## config.mk

```make
export PLATFORM = sky130hd
export DESIGN_NAME = booth_issue_ctrl
export DESIGN_NICKNAME = d
export VERILOG_FILES = /design/src/rtl/booth_seq_pkg.sv /design/src/rtl/booth_issue_ctrl.sv
export SDC_FILE = /design/constraint.sdc
export NUM_CORES = 1
export LEC_CHECK = 0
export ABC_AREA = 1
export ABC_CLOCK_PERIOD_IN_PS = 1850
export CORE_UTILIZATION = 25
export CTS_CLUSTER_SIZE = 25
export DETAILED_ROUTE_END_ITERATION = 8
export MAX_ROUTING_LAYER = met4
export REMOVE_ABC_BUFFERS = 1
export SLEW_MARGIN = 10
export SYNTH_ARGS = -nofsm -noshare
export SYNTH_HDL_FRONTEND = slang
export SYNTH_SLANG_ARGS = --single-unit
```

## constraint.sdc

```tcl
create_clock -name clk -period 1.85 [get_ports clk]
set_input_delay 0.37 -clock clk [delete_from_list [all_inputs] [get_ports clk]]
set_output_delay 0.37 -clock clk [all_outputs]
set_load 0.02 [all_outputs]
```

## src/rtl/booth_seq_pkg.sv

```systemverilog
// rtl/booth_seq_pkg.sv - shared types and constants for the Booth multiplier issue sequencer
package booth_seq_pkg;

    localparam int OPND_W          = 8;
    localparam int PROD_W          = 16;
    localparam int TIMEOUT_DEFAULT = 24;

    typedef enum logic [2:0] {
        IDLE,
        START,
        SETTLE,
        WAIT,
        HOLD
    } state_t;

endpackage

```

## src/rtl/booth_issue_ctrl.sv

```systemverilog
// rtl/booth_issue_ctrl.sv - operand issue / result collection sequencer for the Booth multiplier
// Optional WAIT-state timeout with out_error port: define BOOTH_TIMEOUT_EN.
module booth_issue_ctrl
    import booth_seq_pkg::*;
#(
    parameter int TIMEOUT_CYCLES = TIMEOUT_DEFAULT,
    parameter int CNT_W          = 5
) (
    input  logic              clk,
    input  logic              rst,
    input  logic              in_valid,
    output logic              in_ready,
    input  logic [OPND_W-1:0] in_multiplicand,
    input  logic [OPND_W-1:0] in_multiplier,
    output logic              mul_rst,
    output logic [OPND_W-1:0] mul_multiplicand,
    output logic [OPND_W-1:0] mul_multiplier,
    input  logic [PROD_W-1:0] mul_product,
    input  logic              mul_done,
    output logic              out_valid,
    input  logic              out_ready,
    output logic [PROD_W-1:0] out_product,
    output logic              busy
`ifdef BOOTH_TIMEOUT_EN
    ,
    output logic              out_error
`endif
);

    if (2**CNT_W <= TIMEOUT_CYCLES) begin : g_cfg_chk
        $error("CNT_W too narrow for TIMEOUT_CYCLES");
    end

    state_t state, state_next;
    logic   accept;
    logic   capture;
    logic   timeout;

`ifdef BOOTH_TIMEOUT_EN
    logic [CNT_W-1:0] wait_cnt;
`endif

    always_comb begin
        state_next = state;
        accept     = 1'b0;
        capture    = 1'b0;
        timeout    = 1'b0;
        case (state)
            IDLE: begin
                if (in_valid) begin
                    accept     = 1'b1;
                    state_next = START;
                end
            end
            START:  state_next = SETTLE;
            // A done still high from the previous operation is ignored here.
            SETTLE: state_next = WAIT;
            WAIT: begin
                if (mul_done) begin
                    capture    = 1'b1;
                    state_next = HOLD;
                end
`ifdef BOOTH_TIMEOUT_EN
                else if (wait_cnt == CNT_W'(TIMEOUT_CYCLES - 1)) begin
                    timeout    = 1'b1;
                    state_next = HOLD;
                end
`endif
            end
            HOLD: begin
                if (out_ready) begin
                    if (in_valid) begin
                        accept     = 1'b1;
                        state_next = START;
                    end else begin
                        state_next = IDLE;
                    end
                end
            end
            default: state_next = IDLE;
        endcase
    end

    always_ff @(posedge clk) begin
        if (rst) begin
            state            <= IDLE;
            mul_multiplicand <= '0;
            mul_multiplier   <= '0;
            out_product      <= '0;
        end else begin
            state <= state_next;
            if (accept) begin
                mul_multiplicand <= in_multiplicand;
                mul_multiplier   <= in_multiplier;
            end
            if (capture) begin
                out_product <= mul_product;
            end else if (timeout) begin
                out_product <= '0;
            end
        end
    end

`ifdef BOOTH_TIMEOUT_EN
    always_ff @(posedge clk) begin
        if (rst) begin
            wait_cnt  <= '0;
            out_error <= 1'b0;
        end else begin
            if (state == SETTLE) begin
                wait_cnt <= '0;
            end else if (state == WAIT) begin
                wait_cnt <= wait_cnt + 1'b1;
            end
            if (timeout) begin
                out_error <= 1'b1;
            end else if (state == HOLD && out_ready) begin
                out_error <= 1'b0;
            end
        end
    end
`endif

    // Multiplier stays in reset for the whole of system reset, not just START.
    assign mul_rst   = rst | (state == START);
    assign in_ready  = !rst && ((state == IDLE) || (state == HOLD && out_ready));
    assign out_valid = (state == HOLD);
    assign busy      = (state != IDLE);

endmodule

```

==> impl_metrics.ini, run 1 <==
[setup_path]
start_kind = input port
cp_slowest_cell = clkdlybuf4s50_1
end_kind = output port
path_max_fanout = 2
crit_family = buffers and inverters
critPathKind = in2out
critical_path.cell_chain = clkdlybuf4s50_1 -> inv_1 -> nand2_2 -> nand2_1 -> nor2_1 -> dlygate4sd2_1
critPathArrivalTime_ns = 1.39
critPathMaxStageDelay_ns = 0.45
crit_buf_inv = 3
crit_required_ns = 1.48

[run_status]
outcome = complete, no violations

[drt]
drt-pass1-iter-count = 4
ant_nets = 0
drc = 0
post_drt_wl_per_cell_um = 11.6
drt_iter0_drc = 51
vias = 1433
wirelength_mm = 3.75
viasPerCell = 4.44

[sta]
finalHoldViolCount = 0
setup_viol = 0
max_freq_mhz = 569
setup_tns_ns = 0
fin_skew_ns = 0.00652
worstMarginPinSlew_ns = 0.369
hold_ws_ns = 0.408
period_needed_ns = 1.76
drv_slew = 0
rsz0062_at_grt = no
slew_headroom_pct = 75.4
finalCritPeriodShare_pct = 94.9

[synth]
yosys_warnings = 0
avgSynthCellArea_um2 = 8.07
synth_cells = 176
ys_ff_latch = 35
syn_area_um2 = 1420
ys_types = 18
ys_seq_area_share_pct = 49.3

[clock_network]
cts_buffers = 5
postCtsSetupRepairBufs = 0
tritoncts = yes
cts.sink_count = 35
root_buffer = clkbuf_8
cts-htree-levels = 2
clkTransAtPathRegs_ns = 0.06
clk_latency_ns = 0.28
postCtsHoldBufs = 0
clockBufferDepth = 2

[grt]
grt_pass1_vias = 1313
antenna_found_initial = 0
grt_pass1_wl_mm = 6.13
track_usage_pct = 13.2
grt_max_degree = 34
grt-ovfl-total = 0

[floorplanning]
pin_count = 73
die_x_um = 77.4
die_h_um = 77.4
coreArea_um2 = 5510
initial_utilization_pct = 25.8
dieArea_um2 = 5990
rows = 27

[pwr]
swShare_pct = 29.6
p_int_mw = 1.34
ir_drop_mv = 0.338
cellPowerDensity_nw_per_um2 = 834
seqPwrFrac_pct = 44.5
total_leakage_power_nw = 0.851
power_switching_mw = 0.565
power_frac_clock_pct = 28.7
power_frac_comb_pct = 26.9

[cells_and_area]
drive_gt1_share_pct = 9.56
nets = 288
final_util_pct = 41.5
synthToLayoutAreaGrowth_pct = 61.1
n_antenna_cell = 0

[placed_design]
portBuffers = 72
dpl.hpwl_mm = 2.60
gp_congestion = 0.755

[min_path]
holdCritPathClass = in2reg

[run]
cap_violations = 0
[stage by stage]
stage	area [um2]	std cells	setup slack, ns	total power [mW]
after floorplan	1340	165	0.489	1.12
after global placement	2200	316	-0.218	1.39
after detailed placement	2200	316	-0.235	1.39
after CTS	2280	323	0.0362	1.95
after global routing	2290	323	0.0163	2.03
final	2290	323	0.0935	1.91
[state kept, by name, indices dropped and copies added, names as in the netlist]
signal and flops:
out_product 16, mul_multiplicand 8, mul_multiplier 8, state 3
[layout make-up]
| cell class | instances | area [um2] |
|---|---|---|
| Sequential cell | 35 | 701 |
| Clock inverter | 1 | 5.00 |
| Fill cell | 574 | 3220 |
| Clock buffer | 6 | 82.6 |
| Inverter | 7 | 26.3 |
| Multi-Input combinational cell | 123 | 612 |
| Timing Repair Buffer | 79 | 771 |
| Tap cell | 72 | 90.1 |
[layout by cell type, fill, tap and decap left out]
| cell type | count |
|---|---|
| dlygate4sd2_1 | 4 |
| nand4_1 | 1 |
| a31oi_1 | 1 |
| nand2_2 | 2 |
| dlymetal6s2s_1 | 1 |
| nor2_4 | 2 |
| nor2_1 | 5 |
| nand2_4 | 2 |
| buf_4 | 7 |
| a21oi_1 | 31 |
| a21oi_2 | 2 |
| clkdlybuf4s50_1 | 67 |
| nor2_8 | 1 |
| dfxtp_1 | 35 |
| clkinv_2 | 1 |
| clkbuf_8 | 6 |
| inv_1 | 6 |
| nand2_1 | 40 |
| inv_2 | 1 |
| nand3_1 | 36 |
[synth_stat cells]
master / instances / share of area (%)
a21oi_1: 31 / 11
a21oi_2: 2 / 1.2
a31oi_1: 1 / 0.44
buf_1: 1 / 0.26
buf_2: 2 / 0.70
buf_6: 5 / 4.0
clkbuf_1: 3 / 0.79
dfxtp_1: 35 / 49
inv_1: 6 / 1.6
inv_2: 1 / 0.26
nand2_1: 40 / 11
nand2_2: 2 / 0.88
nand2_4: 2 / 1.6
nand3_1: 36 / 13
nand4_1: 1 / 0.44
nor2_1: 5 / 1.3
nor2_4: 2 / 1.6
nor2_8: 1 / 1.4
[power groups by stage]
stage | Sequential (mW) | Combinational [mW] | Clock (mW)
3_5_place_dp | 0.865 | 0.529 | 0
5_1_grt | 0.855 | 0.559 | 0.615
6_report | 0.848 | 0.513 | 0.547
2_1_floorplan | 0.918 | 0.202 | 0
3_3_place_gp | 0.864 | 0.529 | 0
4_1_cts | 0.848 | 0.519 | 0.579
[path summary, 6_finish.rpt]
path                       startpoint                  end  slack, ns  cells past startpoint
setup / recovery            out_ready             in_ready       0.09                      6
hold / removal                    rst             state[1]       0.41                      2
setup reg to reg             state[0]    mul_multiplier[4]       0.58                      6
hold reg to reg   mul_multiplicand[4]  mul_multiplicand[4]       0.46                      2
[cell families (layout without fill, tap and decap cells)]
family          count (synthesis)  after routing  synth area share [%]
simple gates                   89             89                  30.5
flops                          35             35                  49.3
buf+inv                        18             93                  7.58
compound gates                 34             34                  12.6
[timing repair]
item                       in CTS  in global routing
setup endpoints to repair       4                  1
gates cloned                    0                  0
gates resized for setup         4                  1
[metal layers]
metal	global-route usage [%]	up-vias	routed length, um
met5	-	-	0
met4	5.09	0	61
met3	4.24	10	306
met2	18.9	62	1570
met1	17.1	625	1810
li1	-	736	-
(Power assumes the default switching activity.)
==> inputs of run 2 (changes only) <==
Settings changed: CORE_UTILIZATION 25 to 40, PLACE_DENSITY set to 0.81.
==> run 2 against run 1 <==
Against the previous run:
- hold slack improved by 0.057 ns
- final area decreased by 1.1%
- global-route usage increased by 6.9 points
- flip-flop and latch count unchanged
- largest cell class unchanged
- total power increased by 6.6%
- wire length decreased by 4.9%
==> impl_metrics.ini, run 2 (synthesized netlist as in run 1, its figures left out) <==
[placed_design]
dpl.hpwl_mm = 2.50
gp_congestion = 0.835
portBuffers = 72

[sta]
rsz0062_at_grt = no
finalCritPeriodShare_pct = 94.7
worstMarginPinSlew_ns = 0.364
setup_tns_ns = 0
finalHoldViolCount = 0
fin_skew_ns = 0.0112
drv_slew = 0
slew_headroom_pct = 75.7
period_needed_ns = 1.75
max_freq_mhz = 571
setup_viol = 0

[drt]
vias = 1434
post_drt_wl_per_cell_um = 12.0
drc = 0
wirelength_mm = 3.57
drt_iter0_drc = 101
drt-pass1-iter-count = 4
ant_nets = 0
viasPerCell = 4.83

[min_path]
holdCritPathClass = reg2reg

[floorplanning]
initial_utilization_pct = 42.2
dieArea_um2 = 3790
die_h_um = 61.6
pin_count = 73
die_x_um = 61.6
rows = 21
coreArea_um2 = 3360

[pwr]
ir_drop_mv = 0.483
cellPowerDensity_nw_per_um2 = 899
p_total_mw = 2.03
total_leakage_power_nw = 0.843

[grt]
grt_pass1_vias = 1221
track_usage_pct = 20.1
grt_pass1_wl_mm = 5.38
grt-ovfl-total = 0
grt_max_degree = 34
antenna_found_initial = 0

[clock_network]
cts-htree-levels = 2
clockBufferDepth = 2
clk_latency_ns = 0.34
tritoncts = yes
postCtsHoldBufs = 0
clkTransAtPathRegs_ns = 0.10
root_buffer = clkbuf_4
cts_buffers = 5
cts.sink_count = 35

[setup_path]
path_max_fanout = 2
critPathKind = in2out
crit_buf_inv = 3
critPathArrivalTime_ns = 1.38
start_kind = input port
critPathMaxStageDelay_ns = 0.46
end_kind = output port
cp_slowest_cell = clkdlybuf4s50_1
critical_path.cell_chain = clkdlybuf4s50_1 -> inv_1 -> nand2_2 -> nand2_1 -> nor2_1 -> dlygate4sd2_1
crit_required_ns = 1.48
crit_family = buffers and inverters

[cells_and_area]
largest_register_ffs = 16
n_antenna_cell = 0
mostFrequentLayoutCell = clkdlybuf4s50_1
drive_gt1_share_pct = 9.96
layout_common_cells = 68 x clkdlybuf4s50_1, 40 x nand2_1, 36 x nand3_1, 33 x dfxtp_1, 31 x a21oi_1
fill_cells = 319
largestRegisters = out_product (16), mul_multiplicand (8), mul_multiplier (8)
synthToLayoutAreaGrowth_pct = 59.2
nets = 287
regMostFlops = out_product

[run_status]
outcome = complete, no violations

[run]
cap_violations = 0
run 2: through the flow:
| step | worst slack (ns) | cell area [um2] | utilization (%) | cells | hold slack, ns |
|---|---|---|---|---|---|
| after floorplan | 0.489 | 1340 | - | 165 | 0.432 |
| after global placement | -0.173 | 2160 | 64.3 | 289 | 0.447 |
| after detailed placement | -0.185 | 2160 | 64.3 | 289 | 0.452 |
| after CTS | 0.0697 | 2260 | 67.2 | 297 | 0.467 |
| after global routing | 0.0341 | 2260 | 67.2 | 297 | 0.483 |
| final | 0.0972 | 2260 | 67.2 | 297 | 0.465 |
run 2: path summary, 6_finish.rpt:
check | from | endpoint | slack, ns | depth (start not counted)
worst max register to register | state[1] | mul_multiplicand[1] | 0.54 | 6
worst max-delay path | out_ready | in_ready | 0.1 | 6
worst min-delay path | out_product[3] | out_product[3] | 0.46 | 2
worst min register to register | out_product[3] | out_product[3] | 0.46 | 2
run 2: final cells by class:
class	count	area, um2	area share, %
Timing Repair Buffer	78	761	33.6
Sequential cell	35	703	31.1
Multi-Input combinational cell	123	612	27.1
Clock inverter	2	60.1	2.66
Tap cell	46	57.6	2.55
Clock buffer	6	41.3	1.83
Inverter	7	26.3	1.16
run 2: tightest hold or removal path, stage by stage (launching register included):
cell	delay, ns
dfxtp_1	0.32
nand2_1	0.06
a21oi_1	0.05
run 2: metal layers:
| metal | track usage, % | part of all wire [%] | vias to the layer above |
|---|---|---|---|
| met4 | 6.67 | 0.73 | 0 |
| li1 | - | - | 736 |
| met2 | 31.6 | 44 | 63 |
| met1 | 22.2 | 44 | 630 |
| met5 | - | 0 | - |
| met3 | 9.66 | 11 | 5 |
run 2: timing repair:
action / in CTS / in global routing
setup endpoints to repair: 4 / 1
setup buffers: 0 / 0
resized for setup: 5 / 1
run 2: where the power goes:
group | total (mW) | switching, mW | leakage (nW) | internal [mW]
sequential | 0.849 | 0.0377 | 0.286 | 0.811
clock | 0.681 | 0.259 | 0.0525 | 0.422
combinational | 0.503 | 0.267 | 0.505 | 0.236
total | 2.03 | 0.564 | 0.843 | 1.47
